## config.mk

```make
export PLATFORM = sky130hd
export DESIGN_NAME = handshake_rx_flat
export DESIGN_NICKNAME = d
export VERILOG_FILES = /design/src/rtl/handshake_pkg.sv /design/src/rtl/handshake_rx_if.sv /design/src/rtl/hs_sync.sv /design/src/rtl/handshake_rx.sv /design/src/flat_wrapper.sv
export SDC_FILE = /design/constraint.sdc
export NUM_CORES = 1
export LEC_CHECK = 0
export ABC_AREA = 1
export CAP_MARGIN = 10
export CORE_MARGIN = 4
export CORE_UTILIZATION = 38
export DETAILED_ROUTE_END_ITERATION = 10
export MAX_ROUTING_LAYER = met4
export PLACE_DENSITY = 0.73
export SYNTH_ARGS = -nofsm -noshare
export SYNTH_HDL_FRONTEND = slang
export SYNTH_SLANG_ARGS = --single-unit
```

## constraint.sdc

```tcl
create_clock -name o_clk -period 0.95 [get_ports o_clk]
set_input_delay 0.285 -clock o_clk [delete_from_list [all_inputs] [get_ports o_clk]]
set_output_delay 0.285 -clock o_clk [all_outputs]
set_load 0.01 [all_outputs]
```

## src/rtl/handshake_pkg.sv

```systemverilog
// handshake_pkg: shared encodings and defaults for the 4-phase req/ack CDC handshake (rx and tx sides)
package handshake_pkg;
  localparam int DEF_DATA_WIDTH  = 16;
  localparam int DEF_SYNC_STAGES = 2;
  localparam logic [1:0] RX_WAIT_REQ      = 2'd0;
  localparam logic [1:0] RX_SEND_VALID    = 2'd1;
  localparam logic [1:0] RX_WAIT_REQ_DOWN = 2'd2;
  localparam logic [1:0] TX_IDLE          = 2'd0;
  localparam logic [1:0] TX_WAIT_ACK      = 2'd1;
  localparam logic [1:0] TX_WAIT_ACK_DOWN = 2'd2;
  typedef enum logic [1:0] {
    RxWaitReq     = RX_WAIT_REQ,
    RxSendValid   = RX_SEND_VALID,
    RxWaitReqDown = RX_WAIT_REQ_DOWN
  } rx_state_e;
  typedef enum logic [1:0] {
    TxIdle        = TX_IDLE,
    TxWaitAck     = TX_WAIT_ACK,
    TxWaitAckDown = TX_WAIT_ACK_DOWN
  } tx_state_e;
endpackage

```

## src/rtl/handshake_rx_if.sv

```systemverilog
// handshake_rx_if: sender req/data/ack plus downstream valid/ready/rdata; slave = receive endpoint, master = sender + consumer
interface handshake_rx_if #(parameter int DATA_WIDTH = handshake_pkg::DEF_DATA_WIDTH) ();
  logic                  i_req;
  logic [DATA_WIDTH-1:0] i_data;
  logic                  o_ack;
  logic                  o_valid;
  logic                  o_ready;
  logic [DATA_WIDTH-1:0] o_rdata;
  modport slave (input i_req, i_data, o_ready, output o_ack, o_valid, o_rdata);
  modport master (output i_req, i_data, o_ready, input o_ack, o_valid, o_rdata);
endinterface

```

## src/rtl/hs_sync.sv

```systemverilog
// hs_sync: STAGES-flop single-bit synchroniser, sync active-low reset (ports clk, rstn, d async in, q synced out)
module hs_sync
  import handshake_pkg::*;
#(
  parameter int STAGES = DEF_SYNC_STAGES
) (
  input  logic clk,
  input  logic rstn,
  input  logic d,
  output logic q
);
  logic [STAGES-1:0] ff;
  always_ff @(posedge clk) ff <= !rstn ? '0 : {ff[STAGES-2:0], d};
  assign q = ff[STAGES-1];
endmodule

```

## src/rtl/handshake_rx.sv

```systemverilog
// handshake_rx: receive endpoint of 4-phase req/ack CDC; ports o_clk, o_rstn (sync active-low), bus (req/data/ack + valid/ready/rdata), o_err, o_xfer_cnt
module handshake_rx
  import handshake_pkg::*;
#(
  parameter int DATA_WIDTH  = DEF_DATA_WIDTH,
  parameter int SYNC_STAGES = DEF_SYNC_STAGES,
  parameter int CNT_WIDTH   = 8
) (
  input  logic                 o_clk,
  input  logic                 o_rstn,
  handshake_rx_if.slave        bus,
  output logic                 o_err,
  output logic [CNT_WIDTH-1:0] o_xfer_cnt
);
  rx_state_e             state, state_n;
  logic                  req_s, ack_q, ack_n, err_n, primed;
  logic [DATA_WIDTH-1:0] data_q, data_n;
  logic [CNT_WIDTH-1:0]  cnt_n;
  logic [SYNC_STAGES-1:0] fill;
  hs_sync #(.STAGES(SYNC_STAGES)) u_sync (.clk(o_clk), .rstn(o_rstn), .d(bus.i_req), .q(req_s));
  // The synchroniser restarts from zero on reset, so its first outputs are not a real
  // view of i_req; hold off leaving RxWaitReqDown until it has refilled, otherwise a
  // request held high across reset would look like a fresh rising edge.
  always_ff @(posedge o_clk) fill <= !o_rstn ? '0 : {fill[SYNC_STAGES-2:0], 1'b1};
  assign primed = fill[SYNC_STAGES-1];
  always_ff @(posedge o_clk) begin
    if (!o_rstn) begin
      state      <= RxWaitReqDown;
      ack_q      <= 1'b0;
      o_err      <= 1'b0;
      data_q     <= '0;
      o_xfer_cnt <= '0;
    end else begin
      state      <= state_n;
      ack_q      <= ack_n;
      o_err      <= err_n;
      data_q     <= data_n;
      o_xfer_cnt <= cnt_n;
    end
  end
  always_comb begin
    state_n = state;
    ack_n   = ack_q;
    data_n  = data_q;
    cnt_n   = o_xfer_cnt;
    err_n   = o_err | (state == RxSendValid && !req_s);
    case (state)
      RxWaitReqDown: begin
        ack_n   = (!req_s && primed) ? 1'b0 : ack_q;
        state_n = (!req_s && primed) ? RxWaitReq : state;
      end
      RxWaitReq: begin
        data_n  = req_s ? bus.i_data : data_q;
        state_n = req_s ? RxSendValid : state;
      end
      RxSendValid: begin
        ack_n   = bus.o_ready ? 1'b1 : ack_q;
        cnt_n   = bus.o_ready ? o_xfer_cnt + 1'b1 : o_xfer_cnt;
        state_n = bus.o_ready ? RxWaitReqDown : state;
      end
      default: state_n = RxWaitReqDown;
    endcase
  end
  assign bus.o_ack   = ack_q;
  assign bus.o_valid = (state == RxSendValid);
  assign bus.o_rdata = data_q;
endmodule

```

## src/flat_wrapper.sv

```systemverilog
// flat-port wrapper written by rule: the top's interface ports become plain ports
module handshake_rx_flat import handshake_pkg::*;
#(
  parameter int DATA_WIDTH  = DEF_DATA_WIDTH,
  parameter int SYNC_STAGES = DEF_SYNC_STAGES,
  parameter int CNT_WIDTH   = 8
)
  (o_clk, o_rstn, o_err, o_xfer_cnt, bus_i_req, bus_i_data, bus_o_ready, bus_o_ack, bus_o_valid, bus_o_rdata);
  handshake_rx_if #(.DATA_WIDTH(DATA_WIDTH)) bus_i ();
  input  logic o_clk;
  input  logic o_rstn;
  output logic o_err;
  output logic [CNT_WIDTH-1:0] o_xfer_cnt;
  input wire logic [$bits(bus_i.i_req)-1:0] bus_i_req;
  input wire logic [$bits(bus_i.i_data)-1:0] bus_i_data;
  input wire logic [$bits(bus_i.o_ready)-1:0] bus_o_ready;
  output wire logic [$bits(bus_i.o_ack)-1:0] bus_o_ack;
  output wire logic [$bits(bus_i.o_valid)-1:0] bus_o_valid;
  output wire logic [$bits(bus_i.o_rdata)-1:0] bus_o_rdata;
  assign bus_i.i_req = bus_i_req;
  assign bus_i.i_data = bus_i_data;
  assign bus_i.o_ready = bus_o_ready;
  assign bus_o_ack = bus_i.o_ack;
  assign bus_o_valid = bus_i.o_valid;
  assign bus_o_rdata = bus_i.o_rdata;
  handshake_rx #(.DATA_WIDTH(DATA_WIDTH), .SYNC_STAGES(SYNC_STAGES), .CNT_WIDTH(CNT_WIDTH)) u_core (.o_clk(o_clk), .o_rstn(o_rstn), .bus(bus_i), .o_err(o_err), .o_xfer_cnt(o_xfer_cnt));
endmodule
```

==> results of run 1 <==
## sequential cells by signal (all words and copies together) (netlist names)
register	count
u_core.bus.o_rdata	16
u_core.o_xfer_cnt	8
u_core.bus.o_ack	1
u_core.o_err	1
u_core.fill	2
u_core.state	2
u_core.u_sync.ff	2
## what timing repair did
item / 4_1_cts / 5_1_grt
buffers inserted: 8 / 5
resized for setup: 196 / 11
cloned: 3 / 1
endpoints found under the setup margin: 54 / 54
pin swaps: 10 / 10
## cell families (layout without fill, tap and decap cells)
family	count (synthesis)	count (layout)	synth area share, %
DFF	32	32	51.7
and+or+nand+nor	79	82	28.0
adders and majority gates	1	1	1.01
AOI/OAI and AO/OA	26	26	10.5
buffers and inverters	17	97	7.47
xor gates and xnor gates	2	2	1.41
## report_power, final
part | switching [mW] | leakage, nW | internal, mW | total (mW)
sequential | 0.0214 | 0.274 | 1.36 | 1.38
clock | 0.469 | 0.0380 | 0.352 | 0.821
combinational | 0.151 | 0.679 | 0.185 | 0.336
## cell usage after synthesis
library cell,instances
dfxtp_1,32
inv_1,10
nand2_4,1
clkbuf_1,2
nand3_4,1
o21ai_1,2
nor2_1,42
nor2_4,2
nor2_2,3
nand2_1,25
ha_1,1
buf_12,1
o21ai_0,15
a21oi_1,9
inv_6,1
inv_2,2
nand3_1,5
buf_6,1
xor2_1,2
## layer usage
layer	part of all wire (%)	vias up
li1	-	660
met1	42	582
met2	51	41
met3	5.5	5
met4	1.3	0
met5	0	-
## metrics by stage
step                      power (mW)  setup TNS [ns]  cell area, um^2
after floorplan                 1.51          -0.156             1270
after global placement          1.64          -14.09             1870
after detailed placement        1.64          -14.74             1870
after CTS                       2.55           -8.15             2210
after global routing            2.69          -11.03             2310
final                           2.54           -8.41             2310
## worst register-to-register path, stage by stage, from the launching register on
cell     delay [ns]
dfxtp_2        0.34
buf_4          0.15
nor2_4         0.20
buf_6          0.17
nand2_8        0.07
o21ai_2        0.13
nor2_1         0.05
## final cells by class
| class | instances | area [um^2] | area share (%) |
|---|---|---|---|
| flip-flops and latches | 32 | 684 | 29.7 |
| repair buffers | 75 | 738 | 32.0 |
| inverters | 13 | 63.8 | 2.77 |
| clock buffers | 6 | 51.3 | 2.22 |
| clock inverters | 2 | 10.0 | 0.434 |
| multi-input cells | 111 | 693 | 30.0 |
| repair inverters | 1 | 11.3 | 0.488 |
| well taps | 44 | 55.1 | 2.39 |
## how the worst max path moves through the flow
stage | startpoint | endpoint | slack (ns) | cells after the start
6_report | u_core.state[0] | u_core.bus.o_rdata[15] | -0.27 | 6
3_5_place_dp | bus_o_ready | u_core.o_xfer_cnt[5] | -0.46 | 6
3_3_place_gp | bus_o_ready | u_core.o_xfer_cnt[0] | -0.44 | 5
5_1_grt | u_core.state[0] | u_core.bus.o_rdata[15] | -0.33 | 6
2_1_floorplan | u_core.o_xfer_cnt[1] | u_core.o_xfer_cnt[6] | -0.02 | 6
4_1_cts | u_core.state[0] | bus_o_valid | -0.31 | 3
## layout by cell type (no fill, tap or decap)
cell type        count
nand3_2              4
clkinv_2             2
clkdlybuf4s50_1     19
o21ai_2             12
clkbuf_8             1
o21ai_1              4
nor2_4               4
nor2_1              40
inv_12               1
dfxtp_2             26
buf_6               34
inv_8                1
nand2_2              1
nand2_1             24
nand3_4              2
nor2_2               3
nand2_8              3
nand2_4              1
o21ai_4              1
inv_1                9
dfxtp_4              3
inv_4                1
xor2_1               2
a21oi_1              7
inv_2                2
clkbuf_4             5
buf_4               22
a21oi_2              2
ha_4                 1
dfxtp_1              3
==> flow_summary.toml, run 1 <==
[outcome]
status = "finished, violations left"
violations = "negative setup slack"

[critical_path]
cp_max_fo = 5
critical_path.cell_chain = "buf_4 > nor2_4 > buf_6 > nand2_8 > o21ai_2 > nor2_1"
reg2reg_depth = 6
crit_arrival_ns = 1.46
worst-endpoint-required_ns = 1.18
crit_type = "reg -> reg"
slowest_stage = "dfxtp_2"
regToRegSetupSlack_ns = -0.27
crit_family = "flip-flops"
reg2reg_from = "u_core.state[0]"
slowest_delay_ns = 0.34
start_kind = "flip-flop"
worst-path-buf-inv = 2
reg2reg_to = "u_core.bus.o_rdata[15]"
end_kind = "flip-flop"

[clock_tree]
root_buffer = "clkbuf_4"
clk_latency_ns = 0.33
cts_hold_buf = 0
cts.sinks = 32
htreeDepth = 2
path_clk_slew_ns = 0.10
cts_buffers = 5
cts_tree = "built"
cts.path.max_buffers = 2

[routing]
firstDrtPassIters = 4
num_vias = 1288
routed_wl_um = 3490
ant_nets = 0
first_iter_violations = 51
drc = 0
post_drt_wl_per_cell_um = 12.3
avgViaCountPerCell = 4.54

[floorplan]
rows = 20
io_pins = 47
coreArea_um2 = 3080
die_w_um = 65.1
initial_utilization_pct = 40.3
die-height_um = 65.1
fp.dieArea_um2 = 4240

[sta]
slew_violations = 0
finClkSkew_ns = 0.00643
final.setup.worst_slack_ns = -0.274
setup_viol = 53
worst_slew_pin_slew_ns = 0.259
holdWs_ns = 0.415
clock.fmax_mhz = 817
timing.final.crit_share_pct = 129
relSlewSlack_pct = 82.7
hold_viol = 0
fin_crit_ns = 1.22
grt_setup_unrepaired = "true"

[yosys]
synth.distinct_cells = 19
synth_seq_cells = 32
syn-cell-area_um2 = 1240
syn_area_per_cell_um2 = 7.90
synth_top_cell_by_area = "dfxtp_1"
synth_top_area_share_pct = 51.7
ys_warn_count = 0
synth_seq_area_share_pct = 51.7
syn_nets = 178
synth_area_leaders = "dfxtp_1 52%, nor2_1 13%, nand2_1 7.6%, o21ai_0 6.1%, a21oi_1 3.6%"
syn_inst = 157

[final_layout]
stdcell_count = 284
diodes = 0
post-route-util_pct = 75.0
final_net_count = 260
nFillCells = 218
areaGrowthSynthToFinish_pct = 86.1
drive_above_1_share_pct = 55.0

[global_route]
overflow = 0
antenna_found_initial = 0
grt.busiest_layer = "met2"
grt_max_degree = 11
grt_use_met1_pct = 19.4
grt_pass1_wl_um = 5610
first_global_vias = 1284
grt_util_met3_pct = 4.96
grt_util_met2_pct = 30.4
groute.usage.overall_pct = 17.7

[hold_path]
whs_endpoint = "u_core.u_sync.ff[1]"
min_path_cells = 2
hold_path.startpoint = "u_core.u_sync.ff[0]"
min_path_type = "reg -> reg"

[power_and_ir_drop]
leakagePower_nw = 0.991
power.density_nw_per_um2 = 1100
irDropWorstVdd_mv = 0.932

[place]
port_buffers = 46
dp_cells = 259
gp_congestion = 0.818
dp_slack_ns = -0.462
dp_hpwl_um = 2130

[flow_run]
maxCapViolCount = 0
No activity file was read; power rests on OpenSTA's default activity.
==> run 2, diff against run 1 <==
--- a/config.mk
+++ b/config.mk
@@ -5,13 +5,13 @@
 export SDC_FILE = /design/constraint.sdc
 export NUM_CORES = 1
 export LEC_CHECK = 0
-export ABC_AREA = 1
+export ABC_AREA = 0
 export CAP_MARGIN = 10
 export CORE_MARGIN = 4
-export CORE_UTILIZATION = 38
+export CORE_UTILIZATION = 39
 export DETAILED_ROUTE_END_ITERATION = 10
 export MAX_ROUTING_LAYER = met4
-export PLACE_DENSITY = 0.73
+export PLACE_DENSITY = 0.75
 export SYNTH_ARGS = -nofsm -noshare
 export SYNTH_HDL_FRONTEND = slang
 export SYNTH_SLANG_ARGS = --single-unit
==> run 2 against run 1 <==
  * The run still ends with negative setup slack left
  * Register-to-register slack got worse by 0.08 ns
  * Sequential share of layout area increased by 1.8 points
  * Synthesized cell count decreased by 13%
  * Critical path depth decreased by 2
  * Clock skew decreased by 0.0047 ns
  * Sequential power about the same
  * Hold slack improved by 0.024 ns
  * Die area decreased by 0.95%
  * Cell area decreased by 5.3%
  * Combinational power decreased by 36%
  * Flip-flop and latch count unchanged
  * Critical path type unchanged
  * Critical endpoint is now u_core.o_xfer_cnt[5]
  * Largest power group unchanged
==> flow_summary.toml, run 2 <==
[clock_tree]
cts.sinks = 32
path_clk_slew_ns = 0.09
root_buffer = "clkbuf_4"
cts_buffers = 5
cts.path.max_buffers = 2
cts_hold_buf = 0
clk_latency_ns = 0.32
htreeDepth = 2
cts_tree = "built"

[critical_path]
crit_type = "reg -> reg"
slowest_delay_ns = 0.54
cp_max_fo = 4
critical_path.cell_chain = "buf_4 > nand2_4 > or4_4 > a21boi_2"
regToRegSetupSlack_ns = -0.35
crit_arrival_ns = 1.56
worst-endpoint-required_ns = 1.21
slowest_stage = "or4_4"
start_kind = "flip-flop"
end_kind = "flip-flop"

[power_and_ir_drop]
p_sw_mw = 0.499
leakagePower_nw = 0.912
sequentialPowerShare_pct = 57.7
power.density_nw_per_um2 = 1080
internal_power_mw = 1.85
p_sw_share_pct = 21.2
clkPwrFrac_pct = 33.2
irDropWorstVdd_mv = 0.872
comb_power_share_pct = 9.1

[yosys]
synth_seq_area_share_pct = 50.9
synth_top_area_share_pct = 50.9
synth.distinct_cells = 33
synth_common_cells = "35 x nand2_1, 32 x dfxtp_1, 11 x a21boi_1"
synth_seq_cells = 32
ys_warn_count = 0
synth_area_leaders = "dfxtp_1 51%, nand2_1 10%, a21boi_1 6.6%, a21boi_0 4.8%, and2_1 3.5%"
syn_area_per_cell_um2 = 9.26
syn-cell-area_um2 = 1260
synth-async-reset-ratio_pct = 0
synth_edf_count = 0
syn_nets = 157
synth_top_cell_by_area = "dfxtp_1"
syn_inst = 136
synthFlopType = "dfxtp_1"
synth.most_common_cell = "nand2_1"

[outcome]
status = "finished, violations left"
violations = "negative setup slack"

[final_layout]
post-route-cell-area_um2 = 2180
final_net_count = 230
drive_above_1_share_pct = 48.1
diodes = 0
largest_reg_flops = 16
nFillCells = 233
final_cell_mix = "33 x nand2_1, 33 x buf_6, 23 x dfxtp_2, 20 x buf_4"
areaGrowthSynthToFinish_pct = 73.6

[floorplan]
io_pins = 47
die_w_um = 64.8
rows = 20
initial_utilization_pct = 40.9
coreArea_um2 = 3080
fp.dieArea_um2 = 4200
die-height_um = 64.8

[place]
dp_hpwl_um = 2310
port_buffers = 46
placed_area_um2 = 1920
gp_congestion = 0.892

[routing]
avgViaCountPerCell = 4.76
post_drt_wl_per_cell_um = 13.1
routed_wl_um = 3320
num_vias = 1208
drc = 0
firstDrtPassIters = 6
first_iter_violations = 40
ant_nets = 0

[sta]
timing.final.crit_share_pct = 137
hold_viol = 0
grt_setup_unrepaired = "true"
clock.fmax_mhz = 769
final.setup.worst_slack_ns = -0.350
finClkSkew_ns = 0.00177
relSlewSlack_pct = 80.1
slew_violations = 0
setup_viol = 54
fin_crit_ns = 1.30
worst_slew_pin_slew_ns = 0.296
setup_tns_ns = -11.32

[global_route]
groute.usage.overall_pct = 16.8
grt_pass1_wl_um = 5310
grt_max_degree = 17
overflow = 0
antenna_found_initial = 0
first_global_vias = 1164

[flow_run]
maxCapViolCount = 0

[hold_path]
min_path_type = "reg -> reg"
## run 2: power groups by stage
stage | logic, mW | registers [mW] | clock network (mW)
after global routing | 0.229 | 1.36 | 0.857
final | 0.214 | 1.36 | 0.782
after floorplan | 0.0578 | 1.40 | 0
after detailed placement | 0.193 | 1.39 | 0
after CTS | 0.208 | 1.36 | 0.826
after global placement | 0.189 | 1.39 | 0
## run 2: logic make-up after synthesis
logic type                 count (synthesis)  share of synthesized area, %
adders and majority gates                  1                         0.994
buffers and inverters                     11                          4.57
muxes                                      2                          1.59
DFF                                       32                          50.9
xor gates and xnor gates                   2                          1.39
AOI/OAI and AO/OA                         30                          16.8
and+or+nand+nor                           58                          23.8
## run 2: per-stage QoR
step                instances  hold slack (ns)  setup WS (ns)  utilization (%)  power (mW)
floorplan                 136            0.313         -0.295                -        1.45
global placement          240            0.416         -0.679             62.5        1.58
detailed placement        240            0.422         -0.730             62.5        1.58
CTS                       254            0.445         -0.369             69.3        2.39
global route              254            0.458         -0.416             71.0        2.45
finish                    254            0.439         -0.350             71.0        2.35
## run 2: cell type report
class                      count  area, um^2  share of cell area, %
clock buffer                   8        58.8                   2.69
multi-input combinational     93         646                   29.6
sequential                    32         688                   31.5
timing repair buffer          73         722                   33.0
inverter                       4        15.0                  0.687
tap                           44        55.1                   2.52
## run 2: per-layer routing
metal	track usage, %	wire length [um]	up-vias
met5	-	0	-
met4	7.12	65	0
li1	-	-	605
met2	27.6	1650	49
met1	18.1	1380	546
met3	6.41	228	8
## run 2: repair_timing
action	CTS	global route
pin swaps	11	7
buffers inserted	6	0
gates resized for setup	171	11
endpoints found under the setup margin	54	54
## run 2: final timing paths
| kind | from | endpoint | cells after the start |
|---|---|---|---|
| max | u_core.o_xfer_cnt[1] | u_core.o_xfer_cnt[5] | 4 |
| min | u_core.u_sync.ff[0] | u_core.u_sync.ff[1] | 1 |
| max reg2reg | u_core.o_xfer_cnt[1] | u_core.o_xfer_cnt[5] | 4 |
| min reg2reg | u_core.u_sync.ff[0] | u_core.u_sync.ff[1] | 1 |
## run 2: critical path, delay by kind of cell (launching register included)
kind / cells / cell delay, ns
buf+inv: 1 / 0.12
simple gates: 2 / 0.60
compound gates: 1 / 0.14
flops: 1 / 0.38
